<file path="src/rtl/calc_sequencer.sv">
`default_nettype none
// ============================================================================
// Module      : calc_sequencer
// Description : Calculator sequencing controller. Builds operands A and B
//               from debounced decimal key codes, latches the operator, runs
//               the shared ALU through a start/done handshake and captures
//               the result or error for the display path.
// Ports       : clk/rst_n    - clock, asynchronous active-low reset
//               key/key_valid - key code (0-9 digit, 10-13 op, 14 EQ,
//                               15 CLR) with single-cycle qualifier
//               alu_*         - ALU operands/opcode/start out, done/result/
//                               err in
//               disp_value    - value to display, disp_err - error flag
//               busy          - ALU operation outstanding
// Revision    : 1.0 - initial release
// ============================================================================
module calc_sequencer #(
  parameter int W          = 16,
  parameter int MAX_DIGITS = 4
) (
  input  logic         clk,
  input  logic         rst_n,
  input  logic [3:0]   key,
  input  logic         key_valid,
  output logic [W-1:0] alu_a,
  output logic [W-1:0] alu_b,
  output logic [1:0]   alu_op,
  output logic         alu_start,
  input  logic         alu_done,
  input  logic [W-1:0] alu_result,
  input  logic         alu_err,
  output logic [W-1:0] disp_value,
  output logic         disp_err,
  output logic         busy
);

  localparam int             DCW          = $clog2(MAX_DIGITS + 1);
  localparam logic [DCW-1:0] c_MAX_DIGITS = DCW'(MAX_DIGITS);
  localparam logic [3:0]     c_KEY_EQ     = 4'd14;
  localparam logic [3:0]     c_KEY_CLR    = 4'd15;

  typedef enum logic [2:0] {
    S_ENTER_A = 3'd0,
    S_ENTER_B = 3'd1,
    S_EXEC    = 3'd2,
    S_WAIT    = 3'd3,
    S_RESULT  = 3'd4,
    S_ERROR   = 3'd5,
    S_DRAIN   = 3'd6
  } state_t;

  state_t         r_state, w_state_nxt;
  logic [W-1:0]   r_opa, w_opa_nxt;
  logic [W-1:0]   r_opb, w_opb_nxt;
  logic [1:0]     r_op, w_op_nxt;
  logic [DCW-1:0] r_dcnt, w_dcnt_nxt;
  logic [W-1:0]   r_disp, w_disp_nxt;
  logic           r_err, w_err_nxt;
  logic [W-1:0]   r_alu_a, w_alu_a_nxt;
  logic [W-1:0]   r_alu_b, w_alu_b_nxt;
  logic [1:0]     r_alu_op, w_alu_op_nxt;
  logic           r_alu_start;
  logic           r_busy;
  logic           w_clear;

  // Key decode, qualified by the strobe
  logic           w_digit, w_oper, w_eq, w_clr, w_room;
  logic [1:0]     w_key_op;
  logic [W-1:0]   w_acc_a, w_acc_b, w_digit_val;

  function automatic logic [W-1:0] f_acc(input logic [W-1:0] v,
                                         input logic [W-1:0] d);
    f_acc = (v * W'(10)) + d;
  endfunction

  assign w_digit     = key_valid && (key < 4'd10);
  assign w_oper      = key_valid && (key >= 4'd10) && (key <= 4'd13);
  assign w_eq        = key_valid && (key == c_KEY_EQ);
  assign w_clr       = key_valid && (key == c_KEY_CLR);
  assign w_room      = (r_dcnt < c_MAX_DIGITS);
  // key-10 on the low two bits: 10->0, 11->1, 12->2, 13->3
  assign w_key_op    = key[1:0] + 2'd2;
  assign w_digit_val = {{(W-4){1'b0}}, key};
  assign w_acc_a     = f_acc(r_opa, w_digit_val);
  assign w_acc_b     = f_acc(r_opb, w_digit_val);

  always_comb begin
    w_state_nxt  = r_state;
    w_opa_nxt    = r_opa;
    w_opb_nxt    = r_opb;
    w_op_nxt     = r_op;
    w_dcnt_nxt   = r_dcnt;
    w_disp_nxt   = r_disp;
    w_err_nxt    = r_err;
    w_alu_a_nxt  = r_alu_a;
    w_alu_b_nxt  = r_alu_b;
    w_alu_op_nxt = r_alu_op;
    w_clear      = 1'b0;

    unique case (r_state)
      S_ENTER_A: begin
        if (w_clr) begin
          w_clear = 1'b1;
        end else if (w_digit && w_room) begin
          w_opa_nxt  = w_acc_a;
          w_dcnt_nxt = r_dcnt + DCW'(1);
          w_disp_nxt = w_acc_a;
        end else if (w_oper) begin
          w_op_nxt    = w_key_op;
          w_opb_nxt   = '0;
          w_dcnt_nxt  = '0;
          w_state_nxt = S_ENTER_B;
        end
      end
      S_ENTER_B: begin
        if (w_clr) begin
          w_clear = 1'b1;
        end else if (w_digit && w_room) begin
          w_opb_nxt  = w_acc_b;
          w_dcnt_nxt = r_dcnt + DCW'(1);
          w_disp_nxt = w_acc_b;
        end else if (w_oper && (r_dcnt == '0)) begin
          w_op_nxt = w_key_op;
        end else if (w_eq && (r_dcnt != '0)) begin
          // Operands are frozen here and held until the ALU completes
          w_alu_a_nxt  = r_opa;
          w_alu_b_nxt  = r_opb;
          w_alu_op_nxt = r_op;
          w_state_nxt  = S_EXEC;
        end
      end
      S_EXEC: begin
        w_state_nxt = S_WAIT;
      end
      S_WAIT: begin
        if (alu_done) begin
          // A CLR landing with completion still wins, after the result
          if (w_clr) begin
            w_clear = 1'b1;
          end else if (alu_err) begin
            w_err_nxt   = 1'b1;
            w_state_nxt = S_ERROR;
          end else begin
            w_opa_nxt   = alu_result;
            w_disp_nxt  = alu_result;
            w_state_nxt = S_RESULT;
          end
        end else if (w_clr) begin
          w_state_nxt = S_DRAIN;
        end
      end
      S_DRAIN: begin
        if (alu_done) begin
          w_clear = 1'b1;
        end
      end
      S_RESULT: begin
        if (w_clr) begin
          w_clear = 1'b1;
        end else if (w_digit) begin
          w_opa_nxt   = w_digit_val;
          w_dcnt_nxt  = DCW'(1);
          w_disp_nxt  = w_digit_val;
          w_state_nxt = S_ENTER_A;
        end else if (w_oper) begin
          w_op_nxt    = w_key_op;
          w_opb_nxt   = '0;
          w_dcnt_nxt  = '0;
          w_state_nxt = S_ENTER_B;
        end
      end
      S_ERROR: begin
        if (w_clr) begin
          w_clear = 1'b1;
        end
      end
      default: begin
        w_state_nxt = S_ENTER_A;
      end
    endcase

    if (w_clear) begin
      w_opa_nxt    = '0;
      w_opb_nxt    = '0;
      w_op_nxt     = '0;
      w_dcnt_nxt   = '0;
      w_disp_nxt   = '0;
      w_err_nxt    = 1'b0;
      w_alu_a_nxt  = '0;
      w_alu_b_nxt  = '0;
      w_alu_op_nxt = '0;
      w_state_nxt  = S_ENTER_A;
    end
  end

  always_ff @(posedge clk or negedge rst_n) begin
    if (!rst_n) begin
      r_state     <= S_ENTER_A;
      r_opa       <= '0;
      r_opb       <= '0;
      r_op        <= '0;
      r_dcnt      <= '0;
      r_disp      <= '0;
      r_err       <= 1'b0;
      r_alu_a     <= '0;
      r_alu_b     <= '0;
      r_alu_op    <= '0;
      r_alu_start <= 1'b0;
      r_busy      <= 1'b0;
    end else begin
      r_state     <= w_state_nxt;
      r_opa       <= w_opa_nxt;
      r_opb       <= w_opb_nxt;
      r_op        <= w_op_nxt;
      r_dcnt      <= w_dcnt_nxt;
      r_disp      <= w_disp_nxt;
      r_err       <= w_err_nxt;
      r_alu_a     <= w_alu_a_nxt;
      r_alu_b     <= w_alu_b_nxt;
      r_alu_op    <= w_alu_op_nxt;
      // EXEC is entered only from ENTER_B on EQ, so one pulse per EQ
      r_alu_start <= (w_state_nxt == S_EXEC);
      r_busy      <= (w_state_nxt == S_EXEC) || (w_state_nxt == S_WAIT) ||
                     (w_state_nxt == S_DRAIN);
    end
  end

  assign alu_a      = r_alu_a;
  assign alu_b      = r_alu_b;
  assign alu_op     = r_alu_op;
  assign alu_start  = r_alu_start;
  assign disp_value = r_disp;
  assign disp_err   = r_err;
  assign busy       = r_busy;

endmodule
`default_nettype wire

</file>
<file path="config.mk">
export PLATFORM = sky130hd
export DESIGN_NAME = calc_sequencer
export DESIGN_NICKNAME = d
export VERILOG_FILES = /design/src/rtl/calc_sequencer.sv
export SDC_FILE = /design/constraint.sdc
export NUM_CORES = 1
export LEC_CHECK = 0
export CAP_MARGIN = 20
export CORE_UTILIZATION = 35
export CTS_BUF_LIST = sky130_fd_sc_hd__clkbuf_2 sky130_fd_sc_hd__clkbuf_4 sky130_fd_sc_hd__clkbuf_8
export DETAILED_ROUTE_END_ITERATION = 8
export PLACE_DENSITY = 0.59
export SYNTH_ARGS = -nofsm -noshare
export SYNTH_HDL_FRONTEND = slang
export SYNTH_SLANG_ARGS = --single-unit
</file>
<file path="constraint.sdc">
create_clock -name clk -period 2.89 [get_ports clk]
set_clock_uncertainty 0.05 [all_clocks]
set_input_delay 0.578 -clock clk [delete_from_list [all_inputs] [get_ports clk]]
set_output_delay 0.578 -clock clk [all_outputs]
set_load 0.02 [all_outputs]
</file>
# Word-level counts from Yosys, hierarchy flattened
# Index checks and enable logic that the tools add are counted.
word_totals:
  word_cells: 160
  out_inout_bits: 53
  reg_bits: 93
classes:
  magnitude_cmp: 4
  reduce_logical: 30
  n_addsub: 4
  muxes: 81
  n_eq_ne: 27
  mul: 2
ops:
  columns: ["op", "n"]
  rows:
  - ["16-bit two-way mux", 29]
  - ["16-bit one-hot mux with 3 select lines", 2]
  - ["16-bit one-hot mux with 4 select lines", 1]
  - ["3-bit two-way mux", 21]
  - ["3-bit != test, second input constant", 13]
  - ["16-bit by 4-bit adder with 16-bit output", 2]
  - ["16-bit by 3-bit multiplier with 15-bit output, second input constant", 2]
  - ["2-bit two-way mux", 15]
  - ["3-bit one-hot mux with 6 select lines", 1]
  - ["8-bit AND reduction", 2]
  - ["3-bit by 2-bit == test with 1-bit output, second input constant", 4]
  - ["3-bit == test, second input constant", 4]
  - ["10-bit AND reduction", 1]
  - ["5-bit AND reduction", 2]
  - ["2-bit nonzero test", 5]
  - ["1-bit two-way mux", 9]
  - ["3-bit one-hot mux with 3 select lines", 1]
  - ["4-bit == test, second input constant", 2]
  - ["1-bit logical AND", 8]
  - ["4-bit nonzero test", 2]
  - ["7-bit AND reduction", 1]
  - ["3-bit zero test", 2]
  - ["2-bit != test, second input constant", 3]
  - ["2-bit one-hot mux with 3 select lines", 1]
  - ["other kinds (14)", 15]

# Longest topological paths before layout
depth:
  depth_word: 12
  depth_mapped: 12
  ltp_nobuf: 12

# Least setup slack after synthesis
# OpenSTA, ideal clock, no wires.
synth_timing:
  path_kind: "reg2reg"
  from: "reg r_opb[1]"
  to: "reg r_disp[15] (netlist: disp_value[15])"
  required_ps: 2719
  path_slack_ps: -248
  path_stages_with_launch: 12
  arrival_time_ps: 2967
  setup_time_ps: 121
  path_cell_list: "dfrtp_1 > ha_1 > ha_1 > fa_1 > a21o_1 > a221oi_1 > xnor2_1 > nand4_1 > nor4b_2 > xnor2_1 > o21ai_0 > a22o_1"
synth_between:
  elab_chain_cells: 6
synth_lines:
  columns: ["item", "line_no", "text"]
  rows:
  - ["start: declaration", "54", "logic [W-1:0] r_opb, w_opb_nxt;"]
  - ["start signal: assignment", "213", "r_opb <= w_opb_nxt;"]
  - ["16-bit by 3-bit multiplier with 15-bit output", "73", "f_acc = (v * W'(10)) + d;"]
  - ["16-bit by 4-bit adder with 16-bit output", "73", null]
  - ["16-bit two-way mux", "118", "end else if (w_digit && w_room) begin"]
  - ["16-bit two-way mux", "116", "if (w_clr) begin"]
  - ["16-bit one-hot mux with 4 select lines", "100", "unique case (r_state)"]
  - ["16-bit two-way mux", "182", "if (w_clear) begin"]
  - ["end signal: assignment", "216", "r_disp <= w_disp_nxt;"]
  - ["end: declaration", "57", "logic [W-1:0] r_disp, w_disp_nxt;"]
# No other way between the ends. The select of a mux whose other input is x is not followed.
# A chain may end at the register's enable or synchronous reset.

# Worst setup path after layout
layout_timing:
  from: "reg r_opa[3]"
  to: "reg r_disp[15] (netlist: disp_value[15])"
layout_between:
  elab_chain_cells: 6
layout_lines:
  columns: ["item", "line_no", "text"]
  rows:
  - ["start: declaration", "53", "logic [W-1:0] r_opa, w_opa_nxt;"]
  - ["start signal: assignment", "212", "r_opa <= w_opa_nxt;"]
  - ["16-bit by 3-bit multiplier with 15-bit output", "73", null]
  - ["16-bit by 4-bit adder with 16-bit output", "73", null]
  - ["16-bit two-way mux", "104", "end else if (w_digit && w_room) begin"]
  - ["16-bit two-way mux", "102", "if (w_clr) begin"]
  - ["16-bit one-hot mux with 4 select lines", "100", null]
  - ["16-bit two-way mux", "182", null]
# No other way between the ends. The select of a mux whose other input is x is not followed.

==> out/metrics.yaml <==
drtAntennaViolNets: 0
avgSynthCellArea_um2: 8.79
synth_seq_cells: 93
n_antenna_cell: 0
synth_top_area_cell: "dfrtp_1"
reg2reg_depth: 13
layout-drive-gt1-share: 0.266
synth_top_cell_area_share: 0.363
place_congestion: 0.917
synth_warnings: 0
hold_viol: 0
clk_latency_ns: 0.40
async_reset_ff_frac: 1.00
viasPerCell: 5.44
grt_usage: 0.227
core-area_um2: 18000
first_global_vias: 6049
slowest_stage: "dfrtp_1"
ys_top_cells_by_area: "dfrtp_1 36%, ha_1 11%, nand2_1 7.8%"
finalPower_mw: 12.5
grt_overflow: 0
drv_cap: 0
grt_pass1_wl_um: 32400
cts_buffers: 9
fin_crit_ns: 3.15
synth_seq_area_share: 0.363
netlist_area_um2: 6420
cts_max_path_buffers: 2
initial_core_util: 0.357
synthCells: 730
die_w_um: 137
layout_setup_ws_ns: -0.255
die_y_um: 137
htreeDepth: 3
die_area_um2: 18900
mostFrequentLayoutCells: "141 x buf_4, 133 x nand2_1, 90 x dfrtp_1, 76 x clkdlybuf4s50_1, 59 x o21ai_0"
whs_ns: 0.103
crit_required_ns: 3.13
drcViolationCount: 0
dp_cells: 1141
cts.sinks: 93
root_buffer: "clkbuf_8"
leakage_nw: 4.16
synth_ff_type: "dfrtp_1"
grt_max_degree: 55
cp.buffers_inverters: 2
max_stage_delay_ns: 0.44
maxSlewViolCount: 0
crit_fanout: 4
ioPinCount: 78
reg2reg_from: "r_opa[3]"
fmax_mhz: 318
tightestPinTransition_ns: 0.671
end_kind: "flop"
power_density_nw_per_um2: 1360
cts_tree: "built"
layoutNonFillerInstCount: 1166
layout_commonest_cell: "buf_4"
rsz0062_at_grt: "yes"
path_clk_slew_ns: 0.10
path_delay_family: "compound AO/OA/AOI/OAI gates"
regToRegEndpoint: "disp_value[15]"
port_buffers: 77
run_status: "finished, violations left"
drt_first_pass_iters: 5
drt-initial-drc-count: 521
place_hpwl_um: 15400
violations: "negative setup slack"
grt_antenna_before_repair: 0
wl_per_cell_um: 17.7
arrival_ns: 3.39
row_count: 49
slew_headroom: 0.549
dpl_cell_area_um2: 8520
fill_cells: 1673
r2r_slack_ns: -0.26
hold_class: "in -> async"
syn_to_final_growth_pct: 43.8
synth_cell_types: 70
synth_fp_nets: 813
wl_um: 20600
crit_chain: "ha_1, ha_2, inv_2, fa_2, nor2b_4, o311a_4, o211a_1, a2111oi_4, buf_4, nor4_4, and3b_1, o31a_1, a22o_1"
synth_edf_count: 0
utilization: 0.514
worst-setup-path-type: "reg -> reg"
final_cell_area_um2: 9230
peakVddDrop_v: 0.000624
startpoint_type: "flop"
nets: 1015
setup_violations: 17
vias: 6344
min_period_over_period: 1.09
==> registers in the layout (all words and copies together), names as in the netlist <==
signal / count
r_state: 3
disp_value: 16
alu_op: 2
alu_a: 16
r_opb: 16
r_opa: 16
busy: 1
alu_start: 1
alu_b: 16
disp_err: 1
r_dcnt: 3
r_op: 2
==> through the flow <==
step	TNS, ns	worst slack, ns
floorplan	-0.180	-0.105
global placement	-8.96	-0.408
detailed placement	-12.17	-0.416
CTS	-2.21	-0.272
global route	-4.87	-0.408
finish	-2.15	-0.255
==> report_power, final <==
group	switching [mW]	internal, mW
clock network	0.547	0.417
registers	0.434	1.80
logic	4.72	4.59
==> cells by family (layout without fill, tap and decap cells) <==
family,after synthesis,count (layout),synth area share
AND/OR/NAND/NOR,245,245,0.176
AO/OA/AOI/OAI,239,239,0.254
XOR/XNOR,40,40,0.0546
buffers and inverters,53,260,0.0314
flip-flops,93,93,0.363
adder cells (fa/ha/maj),58,58,0.118
multiplexers,2,2,0.00351
==> synth_stat cells, types with 6 or more instances <==
cell        n
nand2_1   133
and3_1      6
a211oi_1    9
a21oi_1    39
nand2b_1    7
nand3_1    15
nor2_1     36
clkbuf_1   29
xor2_1     15
o31ai_1    26
ha_1       54
nor3_1     10
inv_1      17
dfrtp_1    93
a22oi_1    13
a21o_1     20
o21ai_0    67
xnor2_1    25
==> what timing repair did <==
item	CTS	global route
hold buffers	0	0
pin swaps	26	24
gates resized for setup	38	39
setup buffers	7	5
setup endpoints to repair	21	26
==> worst max-delay path by stage <==
| stage | slack (ns) | to | depth (start not counted) | start |
|---|---|---|---|---|
| after detailed placement | -0.42 | disp_value[15] | 11 | key[1] |
| after CTS | -0.27 | disp_value[15] | 13 | r_opa[3] |
| after global routing | -0.41 | disp_value[13] | 12 | r_opa[4] |
| after floorplan | -0.11 | disp_value[15] | 11 | r_opb[1] |
| after global placement | -0.41 | disp_value[14] | 10 | r_opb[5] |
| final | -0.26 | disp_value[15] | 13 | r_opa[3] |
==> metal layers <==
layer  global-route usage  vias up  share of wire
met2                0.343      175           0.45
met4               0.0726        0          0.016
met3               0.0272       21          0.046
met1                0.333     3073           0.49
li1                     -     3075              -
met5                    0        -              0
==> cell type report <==
type                    count  area (um2)  area share
clock inverters             6        68.8     0.00746
repair buffers            227        1980       0.214
clock buffers              10         131      0.0142
inverters                  17        63.8     0.00691
multi-input cells         584        4370       0.474
flip-flops and latches     93        2330       0.253
well taps                 229         287      0.0310
Power figures use the tool's default switching activity.
